### src/rtl/fifo_pkg.sv
// Shared constants and state encodings for the FIFO word packer.
package fifo_pkg;
  localparam int DATA_WIDTH     = 8;
  localparam int PACK_RATIO_DEF = 4;

  typedef enum logic {FILL, ASM_FULL} asm_state_e;
  typedef enum logic {OUT_EMPTY, OUT_HELD} out_state_e;
endpackage

### src/rtl/packer_out_reg.sv
// Output holding register with valid/ready handshake for the word packer.
// With PACKER_FLUSH_EN defined, a lane-valid mask travels with each word.
module packer_out_reg
  import fifo_pkg::*;
#(
  parameter int OUT_WIDTH = 32
`ifdef PACKER_FLUSH_EN
  , parameter int KEEP_W = 4
`endif
) (
  input  logic                 clk,
  input  logic                 rst_n,
  input  logic                 load,
  input  logic [OUT_WIDTH-1:0] load_data,
`ifdef PACKER_FLUSH_EN
  input  logic [KEEP_W-1:0]    load_keep,
  output logic [KEEP_W-1:0]    out_keep,
`endif
  input  logic                 out_ready,
  output logic                 can_load,
  output logic                 out_valid,
  output logic [OUT_WIDTH-1:0] out_data
);
  out_state_e state_q, state_d;

  assign out_valid = (state_q == OUT_HELD);
  // A word may be loaded into the same edge that hands the current one over.
  assign can_load  = !out_valid || out_ready;

  always_comb begin
    state_d = state_q;
    if (load) begin
      state_d = OUT_HELD;
    end else if (out_valid && out_ready) begin
      state_d = OUT_EMPTY;
    end
  end

  always_ff @(posedge clk or negedge rst_n) begin
    if (!rst_n) begin
      state_q  <= OUT_EMPTY;
      out_data <= '0;
`ifdef PACKER_FLUSH_EN
      out_keep <= '0;
`endif
    end else begin
      state_q <= state_d;
      if (load) begin
        out_data <= load_data;
`ifdef PACKER_FLUSH_EN
        out_keep <= load_keep;
`endif
      end
    end
  end
endmodule

### src/rtl/fifo_word_packer.sv
// Pops IN_WIDTH entries from the byte FIFO and packs PACK_RATIO of them into one word.
// Optional PACKER_FLUSH_EN adds flush/out_keep for emitting partial words.
//
// state    | meaning
// FILL     | lane_cnt < PACK_RATIO, entries are landing into asm
// ASM_FULL | all lanes filled, waiting for the output register to drain
module fifo_word_packer
  import fifo_pkg::*;
#(
  parameter int IN_WIDTH   = DATA_WIDTH,
  parameter int PACK_RATIO = PACK_RATIO_DEF
) (
  input  logic                           clk,
  input  logic                           rst_n,
  output logic                           fifo_ren,
  input  logic [IN_WIDTH-1:0]            fifo_rdata,
  input  logic                           fifo_empty,
  output logic                           out_valid,
  input  logic                           out_ready,
`ifdef PACKER_FLUSH_EN
  input  logic                           flush,
  output logic [PACK_RATIO-1:0]          out_keep,
`endif
  output logic [IN_WIDTH*PACK_RATIO-1:0] out_data
);
  localparam int OUT_WIDTH = IN_WIDTH * PACK_RATIO;
  localparam int LANE_W    = $clog2(PACK_RATIO + 1);

  asm_state_e             state_q, state_d;
  logic [LANE_W-1:0]      lane_q, lane_d;
  logic                   rd_pend_q;
  logic [OUT_WIDTH-1:0]   asm_q, asm_d, asm_landed, load_data;
  logic                   load, can_load, read_block;
`ifdef PACKER_FLUSH_EN
  logic                   flush_pend_q, flush_pend_d;
  logic [PACK_RATIO-1:0]  load_keep;

  function automatic logic [PACK_RATIO-1:0] lane_mask(input logic [LANE_W-1:0] n);
    logic [PACK_RATIO-1:0] m;
    for (int i = 0; i < PACK_RATIO; i++) m[i] = (LANE_W'(i) < n);
    return m;
  endfunction
`endif

  always_comb begin
    state_d    = state_q;
    lane_d     = lane_q;
    asm_d      = asm_q;
    load       = 1'b0;
    load_data  = asm_q;
    asm_landed = asm_q;
    read_block = 1'b0;
`ifdef PACKER_FLUSH_EN
    flush_pend_d = flush_pend_q | flush;
    load_keep    = '1;
    read_block   = flush | flush_pend_q;
`endif
    for (int i = 0; i < PACK_RATIO; i++) begin
      if (lane_q == LANE_W'(i)) asm_landed[i*IN_WIDTH +: IN_WIDTH] = fifo_rdata;
    end

    case (state_q)
      FILL: begin
        if (rd_pend_q) begin
          if (lane_q == LANE_W'(PACK_RATIO - 1)) begin
            // Completing entry bypasses asm so out_valid follows the landing by one cycle.
            if (can_load) begin
              load      = 1'b1;
              load_data = asm_landed;
              asm_d     = '0;
              lane_d    = '0;
            end else begin
              asm_d   = asm_landed;
              lane_d  = LANE_W'(PACK_RATIO);
              state_d = ASM_FULL;
            end
          end else begin
            asm_d  = asm_landed;
            lane_d = lane_q + LANE_W'(1);
          end
        end
`ifdef PACKER_FLUSH_EN
        else if (flush_pend_q) begin
          if (lane_q == '0) begin
            flush_pend_d = flush;
          end else if (can_load) begin
            load         = 1'b1;
            load_keep    = lane_mask(lane_q);
            asm_d        = '0;
            lane_d       = '0;
            flush_pend_d = flush;
          end
        end
`endif
      end
      ASM_FULL: begin
        if (can_load) begin
          load    = 1'b1;
          asm_d   = '0;
          lane_d  = '0;
          state_d = FILL;
        end
      end
      default: state_d = FILL;
    endcase

    fifo_ren = !fifo_empty && (lane_d < LANE_W'(PACK_RATIO)) && !read_block;
  end

  always_ff @(posedge clk or negedge rst_n) begin
    if (!rst_n) begin
      state_q   <= FILL;
      lane_q    <= '0;
      rd_pend_q <= 1'b0;
      asm_q     <= '0;
`ifdef PACKER_FLUSH_EN
      flush_pend_q <= 1'b0;
`endif
    end else begin
      state_q   <= state_d;
      lane_q    <= lane_d;
      rd_pend_q <= fifo_ren;
      asm_q     <= asm_d;
`ifdef PACKER_FLUSH_EN
      flush_pend_q <= flush_pend_d;
`endif
    end
  end

  packer_out_reg #(
    .OUT_WIDTH (OUT_WIDTH)
`ifdef PACKER_FLUSH_EN
    , .KEEP_W  (PACK_RATIO)
`endif
  ) u_out_reg (
    .clk       (clk),
    .rst_n     (rst_n),
    .load      (load),
    .load_data (load_data),
`ifdef PACKER_FLUSH_EN
    .load_keep (load_keep),
    .out_keep  (out_keep),
`endif
    .out_ready (out_ready),
    .can_load  (can_load),
    .out_valid (out_valid),
    .out_data  (out_data)
  );
endmodule
### config.mk
export PLATFORM = sky130hd
export DESIGN_NAME = fifo_word_packer
export DESIGN_NICKNAME = d
export VERILOG_FILES = /design/src/rtl/fifo_pkg.sv /design/src/rtl/packer_out_reg.sv /design/src/rtl/fifo_word_packer.sv
export SDC_FILE = /design/constraint.sdc
export NUM_CORES = 1
export LEC_CHECK = 0
export ABC_CLOCK_PERIOD_IN_PS = 3100
export CORE_ASPECT_RATIO = 1.4
export CORE_MARGIN = 2
export CORE_UTILIZATION = 49
export CTS_CLUSTER_SIZE = 30
export DETAILED_ROUTE_END_ITERATION = 7
export PLACE_DENSITY_LB_ADDON = 0.2
export SLEW_MARGIN = 20
export SYNTH_ARGS = -nofsm -noshare
export SYNTH_HDL_FRONTEND = slang
export SYNTH_HIERARCHICAL = 1
export SYNTH_SLANG_ARGS = --single-unit
### constraint.sdc
create_clock -name clk -period 3.1 [get_ports clk]
set_clock_uncertainty 0.1 [all_clocks]
set_input_delay 0.465 -clock clk [delete_from_list [all_inputs] [get_ports clk]]
set_output_delay 0.465 -clock clk [all_outputs]
set_load 0.01 [all_outputs]
# [After elaboration in Yosys (flattened, before gate mapping)]
# Cells that the tools add are included.
[word_totals] output_inout_bits=34 elab_cells=50 regBits=70 input_bits=12
[op_classes] muxes=28 reduce_logical=8 n_lt_le_gt_ge=1 n_eq_ne=5 add_sub_neg=1 bitwise=1
[op_table] op="32-bit two-way mux" count=8
[op_table] op="32-bit one-hot mux with 2 select lines" count=1
[op_table] op="8-bit two-way mux" count=4
[op_table] op="3-bit two-way mux" count=4
[op_table] op="1-bit two-way mux" count=8
[op_table] op="3-bit by 2-bit equality test with 1-bit output, second input constant" count=2
[op_table] op="3-bit one-hot mux with 2 select lines" count=1
[op_table] op="1-bit one-hot mux with 2 select lines" count=2
[op_table] op="3-bit by 1-bit adder with 3-bit output, second input constant" count=1
[op_table] op="3-bit by 1-bit equality test with 1-bit output, second input constant" count=1
[op_table] op="3-bit logical NOT" count=1
[op_table] op="3-bit < comparator, second input constant" count=1
[op_table] op="1-bit logical AND" count=2
[op_table] op="1-bit logical NOT" count=2
[op_table] op="2-bit by 1-bit inequality test with 1-bit output, second input constant" count=1
[op_table] op="2-bit inequality test, second input constant" count=1
[op_table] op="2-bit AND reduction" count=1
[op_table] op="2-bit nonzero test" count=1
[op_table] op="1-bit logical OR" count=1
[op_table] op="1-bit inverter" count=1

# [Depth between registers and ports, before layout]
[logic_depth] word_depth=8 mapped_depth=9 mapped_depth_nobuf=6

# [Cells and area by module]
# Netlist, hierarchy kept.
[by_module_without_submodules] mod="fifo_word_packer" area_per_inst_um2=2001.9 seq_area_each_um2=925.9 cells_per_inst=159 n_inst=1
[by_module_without_submodules] mod="packer_out_reg" area_per_inst_um2=1378.8 seq_area_each_um2=825.8 cells_per_inst=71 n_inst=1

# [Least setup slack after synthesis]
# No wires, ideal clock.
[synth_path] path_type="input-to-output" from="input out_ready" to="output fifo_ren" cell_stages=5 arrival_time_ps=1569 slack_ps=966 n_path_buf=2 cell_sequence="nand2b_1 buf_2 nand2_1 clkbuf_1 a311oi_1"
[synth_via] elab_chain_len=7 elab_cells_between_ends=8
[synth_rtl] item="start, declared" line_no="fifo_word_packer.sv:19" text="input logic out_ready,"
[synth_rtl] item="1-bit logical OR *" line_no="packer_out_reg.sv:28" text="assign can_load = !out_valid || out_ready;"
[synth_rtl] item="3-bit two-way mux" line_no="fifo_word_packer.sv:67" text="if (can_load) begin"
[synth_rtl] item="3-bit two-way mux" line_no="fifo_word_packer.sv:65" text="if (lane_q == LANE_W'(PACK_RATIO - 1)) begin"
[synth_rtl] item="3-bit two-way mux" line_no="fifo_word_packer.sv:64" text="if (rd_pend_q) begin"
[synth_rtl] item="3-bit one-hot mux with 2 select lines *" line_no="fifo_word_packer.sv:62" text="case (state_q)"
[synth_rtl] item="3-bit < comparator *" line_no="fifo_word_packer.sv:107" text="fifo_ren = !fifo_empty && (lane_d < LANE_W'(PACK_RATIO)) && !read_block;"
[synth_rtl] item="1-bit logical AND *" line_no="fifo_word_packer.sv:107"
[synth_rtl] item="end, declared" line_no="fifo_word_packer.sv:15" text="output logic fifo_ren,"
# Every way passes the cells marked *; elsewhere a longest branch is shown, timed or not.

# [Final worst setup path]
[layout_path] from="register lane_q[0]" to="output fifo_ren"
[layout_via] elab_chain_len=6 elab_cells_between_ends=8
[layout_rtl] item="start, declared" line_no="fifo_word_packer.sv:30" text="logic [LANE_W-1:0] lane_q, lane_d;"
[layout_rtl] item="start signal, assigned" line_no="fifo_word_packer.sv:121" text="lane_q <= lane_d;"
[layout_rtl] item="3-bit by 1-bit adder with 3-bit output or 3-bit by 2-bit equality test with 1-bit output (tied branches)" line_no="fifo_word_packer.sv:79, fifo_word_packer.sv:65"
[layout_rtl] item="3-bit two-way mux" line_no="fifo_word_packer.sv:65"
[layout_rtl] item="3-bit two-way mux" line_no="fifo_word_packer.sv:64"
[layout_rtl] item="3-bit one-hot mux with 2 select lines *" line_no="fifo_word_packer.sv:62"
[layout_rtl] item="3-bit < comparator *" line_no="fifo_word_packer.sv:107"
[layout_rtl] item="1-bit logical AND *" line_no="fifo_word_packer.sv:107"
# Marks and branches as above.

==> summary.txt <==
Synthesis
  – Share of Yosys cell area claimed by the top area cell type: 51.8%
  – Top cell types by occurrence after synthesis: sky130_fd_sc_hd__dfrtp_1, sky130_fd_sc_hd__mux2_4, sky130_fd_sc_hd__mux2_2, sky130_fd_sc_hd__a32o_1
  – Synthesized-area fraction occupied by ao, oa, aoi and oai cells: between 10 and 15%
  – Cells taking the most area after synthesis: sky130_fd_sc_hd__dfrtp_1, sky130_fd_sc_hd__mux2_4, sky130_fd_sc_hd__mux2_2
  – Main combinational cell family by area after synthesis: multiplexers
  – Yosys Warn Count: 6
  – Library cell occupying the most area in the post-synthesis netlist: sky130_fd_sc_hd__dfrtp_1
  – Combined area of all synthesized cells: ~0.0034 sq mm
  – Main synth FF type: sky130_fd_sc_hd__dfrtp_1
  – Register area share after synthesis: around half
  – Unique cell type count in the Yosys netlist: 33
  – Area share of fa/ha/maj cells after synthesis: between 1 and 1.5%
  – Avg Synthesized Cell Area: 14.7 sq um
  – Fraction of synthesized cell area in xor and xnor cells: 0%
  – Mapped Nets: around 250
  – Post-synthesis mux area share: 25.4%
  – EDFF count, synth: 0
  – Cell count after synthesis: 230
  – Share of synthesized registers carrying an async set or reset: between 90% and 100%
  – Yosys reg bits: 70
  – Dominant cell by count in the synthesized netlist: sky130_fd_sc_hd__dfrtp_1
  – Area share of and/or/nand/nor cells after synthesis: 6.22%

Floorplan
  – Placeable Area: 0.00661 sq mm
  – Die Height: ~100 um
  – Overall die area: 0.00759 sq mm
  – Site row count: 35
  – Initial Utilization: about half
  – DIE WIDTH: roughly 74 um
  – Ports placed on the boundary: 46

Layout
  – Final non-filler cell total: between 300 and 400
  – Proportion of layout cells with a drive suffix above 1: about 33%
  – Diodes inserted: 0
  – Multi-input combinational cell area: approximately 0.0015 sq mm
  – Total Nets Final: 296
  – Reg area: approximately 0.0018 sq mm
  – Area delta synth->final: 22.3%
  – Fillers: 530

Detailed routing
  – DR pass1 iterations: 4
  – Count of unresolved DRC violations after routing: 0
  – Detailed-route wire length: roughly 6900 um
  – Routed len/inst: about 18 um
  – Detailed Route Iter0 Violations: around 170
  – Via count normalized by instance count: around 5.6
  – Routed vias: between 2,000 and 2,500
  – Antenna viol nets, final: 0

GRT
  – Vias in the first global route: 2,135
  – Initial antenna violation count: 0
  – First-pass GRT wire length: between 10,000 and 15,000 um
  – Largest net degree at the start of global routing: 71
  – Overall fraction of global-route tracks in use: 19.9%
  – Total overflow reported by the global router: 0

Power and ir drop
  – Switching share of power: a little under a third
  – Total power: 3.72 mW
  – Cell internal pwr: between 2 and 3 mW
  – Switching component of the power: 1.12 mW
  – Share of total power in combinational logic: between 40% and 50%
  – Pwr dens: 901 mW/mm^2
  – Clock Power Share: between 20% and 30%
  – Static leakage: 1.85 nW
  – Maximum vdd ir drop: between 0.4 and 0.5 mV
  – Portion of total power attributed to sequential cells: between 30% and 40%

Critical path
  – Crit-path cells: ha_1 > nor2b_1 > nand2_1 > a311oi_2 > clkdlybuf4s50_1
  – Worst reg2reg path depth: 6
  – Worst endpoint required time: between 2 and 3 ns
  – Number of buffers and inverters on the critical path: 1
  – Critical path's slowest cell: sky130_fd_sc_hd__clkdlybuf4s50_1
  – Largest delay contributor family on the critical path: buffers and inverters
  – Worst path arrival time: roughly 2.3 ns
  – Delay of the slowest critical-path stage: ~0.6 ns
  – Crit path depth: 5
  – Maximum fanout along the worst path: 6
  – Category of the most critical setup path: reg2out
  – Element type at the critical path start: flop
  – Critical path capture point type: output port

Outcome
  – Result of the run: completed

Placed design
  – Post-placement cell count: between 300 and 400
  – Setup Slack @ Placement: ~0.3 ns
  – Global placer's final weighted congestion: around 0.84
  – Final HPWL from detailed placement: around 4300 um
  – IO Port Bufs: 45

STA
  – Final Hold Fails: 0
  – Total of endpoints with negative setup slack in the final report: 0
  – Share of the clock period used by the worst path: a little over 90%
  – Final critical path time including I/O delays and setup: 2.89 ns
  – Number of max-slew violations in the final report: 0
  – Slew at the pin closest to its max-slew limit: 0.645 ns
  – Maximum clock frequency: around 0.35 GHz
  – Slew headroom: around 57%
  – RSZ-0062 raised after global routing: false
  – Total negative slack for setup checks: 0 ns
  – Worst setup margin: ~0.21 ns

Flow run
  – Max Cap Violations: 0

Clock network
  – Total clock sinks: 70
  – Clk pin slew, worst setup/hold paths: 0.08 ns
  – Clock latency reported for the late side of the worst-skew pair: 0.35 ns
  – Post-CTS Setup Inserts: 0
  – Clk root buf: sky130_fd_sc_hd__clkbuf_8
  – Maximum buffer depth of the clock tree: 2
  – Clock tree from TritonCTS: done
  – Total clock buffers created by CTS: 9
  – Count of H-tree levels built during CTS: 3

Hold path
  – Worst min path class: in2async
-- cells by family after synthesis --
family	Yosys count
simple gates	33
flops	70
mux	64
fa+ha+maj	4
buf+inv	16
compound gates	43
-- final timing paths --
| path | startpoint | end | slack [ns] |
|---|---|---|---|
| worst max register to register | lane_q[0] | u_out_reg/out_data[24] | 0.88 |
| worst min register to register | u_out_reg/out_data[28] | u_out_reg/out_data[28] | 0.41 |
| min in group clk | u_out_reg/out_data[28] | u_out_reg/out_data[28] | 0.41 |
| max in group asynchronous | rst_n | lane_q[0] | 2.58 |
| worst max-delay path | lane_q[0] | fifo_ren | 0.21 |
| worst min-delay path | rst_n | u_out_reg/out_data[25] | 0.03 |
-- worst reg2reg max path, cell delays in order, from the launching register on --
cell and delay (ns):
sky130_fd_sc_hd__dfrtp_1 0.43, sky130_fd_sc_hd__ha_1 0.29, sky130_fd_sc_hd__nand2_1 0.14, sky130_fd_sc_hd__or3_1 0.37, sky130_fd_sc_hd__buf_4 0.21, sky130_fd_sc_hd__mux2_4 0.31, sky130_fd_sc_hd__mux2_4 0.26
-- metrics by stage --
step / util (%) / hold slack (ns) / area, sq um
after floorplan: - / 0.0694 / 3380
after global placement: 59.2 / 0.382 / 3910
after detailed placement: 59.2 / 0.390 / 3910
after CTS: 62.4 / 0.0348 / 4130
after global routing: 62.5 / 0.0492 / 4130
final: 62.5 / 0.0276 / 4130
-- power by group through the flow --
stage	clock network [mW]	registers, mW	logic, mW
2_1_floorplan	0	1.46	0.967
3_3_place_gp	0	1.43	1.47
3_5_place_dp	0	1.44	1.49
4_1_cts	0.818	1.43	1.50
5_1_grt	0.859	1.47	1.62
6_report	0.804	1.43	1.49
-- registers in the layout (all words and copies together) (netlist names) --
register	count
lane_q	3
asm_q	32
rd_pend_q	1
u_out_reg/out_data	32
u_out_reg/out_valid	1
state_q	1
-- layout by cell type (no fill, tap or decap), types with 2 or more instances in the layout --
master	count
sky130_fd_sc_hd__a22o_1	8
sky130_fd_sc_hd__a31oi_1	2
sky130_fd_sc_hd__a32o_1	24
sky130_fd_sc_hd__and2_1	2
sky130_fd_sc_hd__and3_1	2
sky130_fd_sc_hd__buf_12	3
sky130_fd_sc_hd__buf_4	4
sky130_fd_sc_hd__bufinv_16	2
sky130_fd_sc_hd__clkbuf_8	9
sky130_fd_sc_hd__clkdlybuf4s50_1	44
sky130_fd_sc_hd__clkinv_2	2
sky130_fd_sc_hd__dfrtp_1	70
sky130_fd_sc_hd__ha_1	4
sky130_fd_sc_hd__inv_1	3
sky130_fd_sc_hd__mux2_2	27
sky130_fd_sc_hd__mux2_4	37
sky130_fd_sc_hd__nand2_1	7
sky130_fd_sc_hd__nand2_2	2
sky130_fd_sc_hd__nand2b_1	3
sky130_fd_sc_hd__nor2_2	2
sky130_fd_sc_hd__nor2b_1	8
sky130_fd_sc_hd__o21ai_0	2
sky130_fd_sc_hd__o21ai_1	3
-- final cells by class --
| class | count | area share [%] |
|---|---|---|
| flip-flops and latches | 70 | 42.4 |
| multi-input cells | 144 | 36.4 |
| repair buffers | 52 | 13.0 |
| clock buffers | 10 | 3.09 |
| well taps | 92 | 2.78 |
| clock inverters | 6 | 2.09 |
| inverters | 3 | 0.272 |
-- routing by layer --
metal	wire (um)	vias up	GRT usage, %
li1	-	968	-
met1	3110	1078	26.6
met2	3380	50	30.8
met3	277	11	5.92
met4	116	0	7.13
met5	0	-	0
-- timing repair --
action | 4_1_cts | 5_1_grt
gates resized for setup | 0 | 1
setup endpoints to repair | 0 | 1
hold buffers | 0 | 0
hold endpoints to repair | 0 | 0
(Power assumes the default switching activity.)
